## src/rtl/ahb_master_arbiter.sv

```systemverilog
// ---------------------------------------------------------------------------
// ahb_master_arbiter
//
// Two-port AHB-Lite master front end. Port 0 (instruction fetch) and port 1
// (load/store) share one CPU AHB master port. One request is accepted at a
// time via a req/ack handshake, registered, and then sequenced through the
// AHB address and data phases. A one-cycle done pulse returns read data and
// error status to the port that owned the transfer.
//
// Build option:
//   AHB_ARB_RR_EN  defined   -> round-robin between the two ports on
//                               simultaneous requests (last-owner flag)
//                  undefined -> fixed priority, port 1 beats port 0
//
// Ports:
//   clk, rst                 clock, synchronous active-high reset
//   req/write/addr/wdata/size{0,1}
//                            request inputs per port (size 11 acts as word)
//   ack0/ack1                one-cycle pulse, request has been latched
//   done0/done1              one-cycle pulse, transfer complete
//   rdata, err               result, valid while a done pulse is high,
//                            held between done pulses
//   CPU_H*                   AHB-Lite master signals
// ---------------------------------------------------------------------------
// state | meaning
// ------+-------------------------------------------------------------------
// IDLE  | no transfer outstanding; arbitrate and ack a pending request
// ADDR  | address phase (HTRANS = NONSEQ), held until HREADY
// DATA  | data phase; wait states while HREADY low
// ERR   | second cycle of a two-cycle ERROR response, waiting for HREADY
// DONE  | done pulse to the owner; arbitrate again for back-to-back issue
// ---------------------------------------------------------------------------
module ahb_master_arbiter #(
    parameter int ADDR_W = 32,
    parameter int DATA_W = 32
) (
    input  logic              clk,
    input  logic              rst,

    input  logic              req0,
    input  logic              write0,
    input  logic [ADDR_W-1:0] addr0,
    input  logic [DATA_W-1:0] wdata0,
    input  logic [1:0]        size0,

    input  logic              req1,
    input  logic              write1,
    input  logic [ADDR_W-1:0] addr1,
    input  logic [DATA_W-1:0] wdata1,
    input  logic [1:0]        size1,

    output logic              ack0,
    output logic              ack1,
    output logic              done0,
    output logic              done1,
    output logic [DATA_W-1:0] rdata,
    output logic              err,

    output logic [ADDR_W-1:0] CPU_HADDR,
    output logic              CPU_HWRITE,
    output logic [2:0]        CPU_HSIZE,
    output logic [2:0]        CPU_HBURST,
    output logic [1:0]        CPU_HTRANS,
    output logic              CPU_HMASTLOCK,
    output logic [DATA_W-1:0] CPU_HWDATA,
    input  logic [DATA_W-1:0] CPU_HRDATA,
    input  logic              CPU_HREADY,
    input  logic [1:0]        CPU_HRESP
);

    typedef enum logic [2:0] {
        ST_IDLE = 3'd0,
        ST_ADDR = 3'd1,
        ST_DATA = 3'd2,
        ST_ERR  = 3'd3,
        ST_DONE = 3'd4
    } state_t;

    localparam logic [1:0] HTRANS_IDLE   = 2'b00;
    localparam logic [1:0] HTRANS_NONSEQ = 2'b10;
    localparam logic [1:0] HRESP_ERROR   = 2'b01;

    state_t state, state_nxt;

    // registered copy of the accepted request
    logic              r_write;
    logic [ADDR_W-1:0] r_addr;
    logic [DATA_W-1:0] r_wdata;
    logic [1:0]        r_size;
    logic              r_owner;

    logic              grant;
    logic              win1;
    logic              resp_err;

`ifdef AHB_ARB_RR_EN
    // 1 = port 1 was granted most recently
    logic              last_owner;
`endif

    assign resp_err = (CPU_HRESP == HRESP_ERROR);

    // ------------------------------------------------------------------
    // Arbitration. Only IDLE and DONE may accept a request. Acks are
    // suppressed while rst is high, since the request would not be latched.
    // ------------------------------------------------------------------
    always_comb begin
        win1  = 1'b0;
        grant = 1'b0;
`ifdef AHB_ARB_RR_EN
        // with both requesting, grant the port that did not win last time
        win1 = req1 & (~req0 | ~last_owner);
`else
        win1 = req1;
`endif
        if (((state == ST_IDLE) || (state == ST_DONE)) && (req0 || req1) && !rst) begin
            grant = 1'b1;
        end
    end

    assign ack0 = grant & ~win1;
    assign ack1 = grant &  win1;

    // ------------------------------------------------------------------
    // Next-state logic
    // ------------------------------------------------------------------
    always_comb begin
        state_nxt = state;
        case (state)
            ST_IDLE: begin
                if (grant) state_nxt = ST_ADDR;
            end
            ST_ADDR: begin
                if (CPU_HREADY) state_nxt = ST_DATA;
            end
            ST_DATA: begin
                if (CPU_HREADY)    state_nxt = ST_DONE;
                else if (resp_err) state_nxt = ST_ERR;
            end
            ST_ERR: begin
                if (CPU_HREADY) state_nxt = ST_DONE;
            end
            ST_DONE: begin
                state_nxt = grant ? ST_ADDR : ST_IDLE;
            end
            default: state_nxt = ST_IDLE;
        endcase
    end

    always_ff @(posedge clk) begin
        if (rst) state <= ST_IDLE;
        else     state <= state_nxt;
    end

    // ------------------------------------------------------------------
    // Request capture and result registers
    // ------------------------------------------------------------------
    always_ff @(posedge clk) begin
        if (rst) begin
            r_write <= 1'b0;
            r_addr  <= '0;
            r_wdata <= '0;
            r_size  <= 2'b00;
            r_owner <= 1'b0;
            rdata   <= '0;
            err     <= 1'b0;
        end else begin
            if (grant) begin
                r_owner <= win1;
                if (win1) begin
                    r_write <= write1;
                    r_addr  <= addr1;
                    r_wdata <= wdata1;
                    r_size  <= (size1 == 2'b11) ? 2'b10 : size1;
                end else begin
                    r_write <= write0;
                    r_addr  <= addr0;
                    r_wdata <= wdata0;
                    r_size  <= (size0 == 2'b11) ? 2'b10 : size0;
                end
            end

            // A single-cycle ERROR (HREADY high with ERROR) is tolerated and
            // completes with err set; rdata keeps its previous value on errors.
            if ((state == ST_DATA) && CPU_HREADY) begin
                err <= resp_err;
                if (!resp_err) rdata <= r_write ? '0 : CPU_HRDATA;
            end else if ((state == ST_ERR) && CPU_HREADY) begin
                err <= 1'b1;
            end
        end
    end

`ifdef AHB_ARB_RR_EN
    always_ff @(posedge clk) begin
        if (rst)        last_owner <= 1'b1;
        else if (grant) last_owner <= win1;
    end
`endif

    // ------------------------------------------------------------------
    // AHB outputs. Address/control come straight from the request
    // registers, so they stay stable through address-phase wait states.
    // ------------------------------------------------------------------
    assign CPU_HTRANS    = (state == ST_ADDR) ? HTRANS_NONSEQ : HTRANS_IDLE;
    assign CPU_HADDR     = r_addr;
    assign CPU_HWRITE    = r_write;
    assign CPU_HSIZE     = (state == ST_IDLE) ? 3'b010 : {1'b0, r_size};
    assign CPU_HBURST    = 3'b000;
    assign CPU_HMASTLOCK = 1'b0;
    assign CPU_HWDATA    = (((state == ST_DATA) || (state == ST_ERR)) && r_write) ? r_wdata : '0;

    assign done0 = (state == ST_DONE) & ~r_owner;
    assign done1 = (state == ST_DONE) &  r_owner;

endmodule

```

## config.mk

```make
export PLATFORM = sky130hd
export DESIGN_NAME = ahb_master_arbiter
export DESIGN_NICKNAME = d
export VERILOG_FILES = /design/src/rtl/ahb_master_arbiter.sv
export SDC_FILE = /design/constraint.sdc
export NUM_CORES = 1
export LEC_CHECK = 0
export ABC_AREA = 1
export CORE_ASPECT_RATIO = 0.5
export CORE_MARGIN = 3
export CORE_UTILIZATION = 43
export CTS_BUF_LIST = sky130_fd_sc_hd__clkbuf_8
export DETAILED_ROUTE_END_ITERATION = 12
export PLACE_DENSITY = 0.9
export SLEW_MARGIN = 25
export SYNTH_ARGS = -nofsm -noshare
export SYNTH_HDL_FRONTEND = slang
export SYNTH_SLANG_ARGS = --single-unit
```

## constraint.sdc

```tcl
create_clock -name clk -period 2 [get_ports clk]
set_input_delay 0.4 -clock clk [delete_from_list [all_inputs] [get_ports clk]]
set_output_delay 0.4 -clock clk [all_outputs]
set_load 0.02 [all_outputs]
```

==> results of run 1 <==
-- cell usage after synthesis (all sizes together) --
cell type / number / share of area
nor2: 47 / 0.037
clkinv: 1 / 0.0010
o21ai: 2 / 0.0020
nor3: 3 / 0.0030
dfxtp: 104 / 0.42
nand4: 1 / 0.0013
nand3: 37 / 0.040
nand3b: 1 / 0.0015
buf: 35 / 0.044
clkbuf: 23 / 0.017
a21oi: 102 / 0.10
inv: 48 / 0.036
or2: 1 / 0.0013
nand2: 379 / 0.29
conb: 1 / 0.00076
-- sequential cells by signal (all words and copies together), names as in the netlist --
register / cells
CPU_HADDR: 32
r_wdata: 32
rdata: 32
state: 3
r_size: 2
CPU_HWRITE: 1
err: 1
r_owner: 1
-- metal layers --
metal / global-route usage / up-vias
met2: 0.471 / 173
li1: - / 2901
met3: 0.0589 / 33
met4: 0.0797 / 0
met5: 0 / -
met1: 0.275 / 2547
-- cell families (layout without fill, tap and decap cells) --
logic type,count (synthesis),in the layout,synth area share
compound gates,104,104,0.105
buf+inv,107,358,0.0991
flops,104,104,0.422
other cells,1,6,0.000760
simple gates,469,469,0.373
-- cell type report --
cell class	instances	area, um2
repair buffers	294	2730
fillers	885	2940
inverters	49	185
clock buffers	9	124
multi-input cells	579	2390
clock inverters	6	38.8
flip-flops and latches	104	2080
well taps	140	175
-- final timing paths --
check,start,end,cells after the start
min,r_size[1],r_size[1],2
min reg2reg,r_size[1],r_size[1],2
max reg2reg,state[0],state[0],8
max,state[0],CPU_HSIZE[1],3
-- worst max-delay path, stage by stage, from the launching register on --
cell and delay [ns]:
dfxtp_1 0.48, nor3_2 0.09, or2_2 0.27, dlygate4sd2_1 0.33
-- power by group through the flow --
stage	Sequential [mW]	Combinational [mW]	Clock [mW]
2_1_floorplan	2.72	1.15	0
3_3_place_gp	2.54	2.30	0
3_5_place_dp	2.56	2.34	0
4_1_cts	2.51	2.32	1.19
5_1_grt	2.55	2.54	1.27
6_report	2.52	2.33	1.16
-- what timing repair did --
item	CTS	global route
resized for setup	96	39
endpoints found under the setup margin	39	38
hold buffers	0	0
==> impl_metrics.ini, run 1 <==
[routing]
num_vias = 5654
drc = 0
viasPerCell = 4.79
antenna_left = 0
firstDrtPassIters = 5
topRoutingLayerUsed = met4
wl_met1_um = 6850
wl_met3_um = 950
drt_iter0_drc = 426
routedWlPerCell_um = 14.4
wl_um = 17000
wl_met2_um = 8810

[setup_path]
path_class = flip-flop to output pin
startpoint_type = flip-flop
critPathMaxFanout = 4
crit_path_end_kind = output pin
critPathRequiredTime_ns = 1.60
arrival_ns = 1.54
reg2reg_setup_slack_ns = 0.18

[pwr]
leakagePower_nw = 3.22
switchingPower_mw = 2.19
seqPwrFrac = 0.419
swShare = 0.364
combPwrFrac = 0.388
power.density_nw_per_um2 = 777
p_int_mw = 3.82
clkPwrFrac = 0.193
vdd_ir_drop_max_uv = 466
finalPower_mw = 6.01

[sta]
setup_tns_ns = 0
hold_ws_ns = 0.468
fmax_mhz = 516
period_needed_ns = 1.94
fin_ws_ns = 0.0631
finalHoldViolCount = 0
drv_slew = 0
fin_skew_ns = 0.00903
rsz0062_at_grt = no
worstMarginPinSlew_ns = 0.781
timing.final.crit_share = 0.968
relSlewSlack = 0.479
setup_viol = 0

[finish]
final_common_cell = nand2_1
area_growth_pct = 56.6
mostFrequentLayoutCells = 377 x nand2_1, 236 x clkdlybuf4s50_1, 103 x dfxtp_1, 102 x a21oi_1, 47 x inv_1
antenna_cells = 0
finish.utilization = 0.725
num-nets-final = 1210
fin_cells = 1181
fin_area_um2 = 7730
final_layout_size_suffix_gt1_frac = 0.0768

[clock_network]
cts_tree = built
clock_sinks = 104
clock_path_buffers = 2
htree_levels = 3
root_buffer = clkbuf_8
cts_buffers = 9
post-cts-setup-buffer-count = 0
path_clk_slew_ns = 0.09
clk-insertion-delay-late_ns = 0.37

[floorplanning]
num_io_pins = 284
core_um2 = 10700
die_w_um = 158
die_area_um2 = 12900
start_util = 0.463
die_y_um = 81.8
rows = 26

[synthesis]
postSynthAreaPerCell_um2 = 6.29
synth.yosys.seq_area_share = 0.422
syn_inst = 785
netlist_area_um2 = 4940
ys_ff_latch = 104
synth_cell_types = 22
yosysWarnings = 0

[global_routing]
grt_max_degree = 103
grt_overflow = 0
grt_pass1_wl_um = 25400
grt.total_usage = 0.247
grt_pass1_vias = 5270
grt_antenna_before_repair = 0

[job]
cap_violations = 0

[worst_hold_path]
min_path_type = flip-flop to flip-flop

[place]
placed_area_um2 = 7730
dpl_worst_slack_ns = -0.239
place_congestion = 0.860
dp.final_hpwl_um = 12200
portBuffers = 277
dp.cells = 1166

[run_status]
outcome = finished clean
Power figures use the tool's default switching activity.
==> inputs of run 2 (changes only) <==
Settings changed: MAX_ROUTING_LAYER set to met4.
==> impl_metrics.ini, run 2 (synthesized netlist as in run 1, its figures left out) <==
[place]
dp.final_hpwl_um = 12200
place_congestion = 0.874
portBuffers = 277
dp.cells = 1166

[routing]
drt_iter0_drc = 415
drc = 0
viasPerCell = 4.83
antenna_left = 0
firstDrtPassIters = 5
num_vias = 5707
wl_um = 17000
routedWlPerCell_um = 14.4

[sta]
fmax_mhz = 515
setup_viol = 0
drv_slew = 0
fin_skew_ns = 0.00922
period_needed_ns = 1.94
timing.final.crit_share = 0.970
worstMarginPinSlew_ns = 0.784
rsz0062_at_grt = no
finalHoldViolCount = 0
hold_ws_ns = 0.469
relSlewSlack = 0.478

[setup_path]
arrival_ns = 1.54
critPathRequiredTime_ns = 1.60
cp_slowest_cell = dfxtp_1
crit_path_cell_trace = nor3_2 -> or2_2 -> dlygate4sd2_1
critPathMaxFanout = 4
crit_path_end_kind = output pin
path_class = flip-flop to output pin
critPathMaxStageDelay_ns = 0.49
reg2reg_setup_slack_ns = 0.18
startpoint_type = flip-flop

[finish]
antenna_cells = 0
final_layout_size_suffix_gt1_frac = 0.0768
num-nets-final = 1210
fin_cells = 1181
area_growth_pct = 56.6
mostFrequentLayoutCells = 377 x nand2_1, 236 x clkdlybuf4s50_1, 103 x dfxtp_1, 102 x a21oi_1, 47 x inv_1
final_common_cell = nand2_1

[pwr]
clkPwrFrac = 0.193
power.density_nw_per_um2 = 777
swShare = 0.364
leakagePower_nw = 3.22
combPwrFrac = 0.388
p_int_mw = 3.82
seqPwrFrac = 0.419
finalPower_mw = 6.01
switchingPower_mw = 2.19
vdd_ir_drop_max_uv = 467

[floorplanning]
rows = 26
core_um2 = 10700
start_util = 0.463
die_area_um2 = 12900
num_io_pins = 284
die_y_um = 81.8
die_w_um = 158

[global_routing]
grt_overflow = 0
grt_max_degree = 103
grt_antenna_before_repair = 0
grt_pass1_wl_um = 25400
grt_pass1_vias = 5267
grt.total_usage = 0.254

[clock_network]
ctsHoldBuffers = 0
clock_path_buffers = 2
path_clk_slew_ns = 0.09
htree_levels = 3
clk-insertion-delay-late_ns = 0.37
cts_tree = built
root_buffer = clkbuf_8
clock_sinks = 104
cts_buffers = 9

[job]
cap_violations = 0

[run_status]
outcome = finished clean

[worst_hold_path]
min_path_type = flip-flop to flip-flop
## run 2: cell counts in the layout (fill, tap and decap cells not counted)
Identical to the previous run, type by type.
## run 2: what timing repair did
action,4_1_cts,5_1_grt
resized for setup,96,39
endpoints found under the setup margin,39,38
buffers inserted,0,0
## run 2: routing by layer
layer	track usage	routed length, um	up-vias
met1	0.280	6800	2574
met2	0.471	8860	191
met3	0.0516	888	40
met4	0.0805	444	0
li1	-	-	2902
met5	-	0	-
## run 2: worst paths after layout
check                                  from            to  cells past startpoint
worst max-delay path               state[0]  CPU_HSIZE[1]                      3
worst min-delay path            r_wdata[21]   r_wdata[21]                      2
worst max register to register     state[0]      state[0]                      8
worst min register to register  r_wdata[21]   r_wdata[21]                      2
## run 2: cell type report
class / count / area (um2)
clock inverters: 6 / 38.8
clock buffers: 9 / 124
multi-input cells: 579 / 2390
fillers: 885 / 2940
inverters: 49 / 185
well taps: 140 / 175
flip-flops and latches: 104 / 2080
repair buffers: 294 / 2730
## run 2: per-stage QoR
step / TNS, ns / cell area, um2 / worst slack [ns] / utilization
after floorplan: 0 / 4960 / 0.343 / -
after global placement: -1.89 / 7730 / -0.225 / 0.725
after detailed placement: -4.04 / 7730 / -0.239 / 0.725
after CTS: 0 / 7920 / 0.00141 / 0.742
after global routing: 0 / 7730 / 0.0123 / 0.725
final: 0 / 7730 / 0.0594 / 0.725
## run 2: power groups by stage
stage / logic, mW / clock network (mW) / registers, mW
2_1_floorplan: 1.15 / 0 / 2.72
3_5_place_dp: 2.34 / 0 / 2.56
4_1_cts: 2.32 / 1.19 / 2.51
3_3_place_gp: 2.30 / 0 / 2.54
6_report: 2.33 / 1.16 / 2.52
5_1_grt: 2.54 / 1.27 / 2.56
## run 2: worst max-delay path: cells and delay by family, from the launching register on
family	cells	cell delay, ns
flops	1	0.49
simple gates	2	0.36
buf+inv	1	0.33
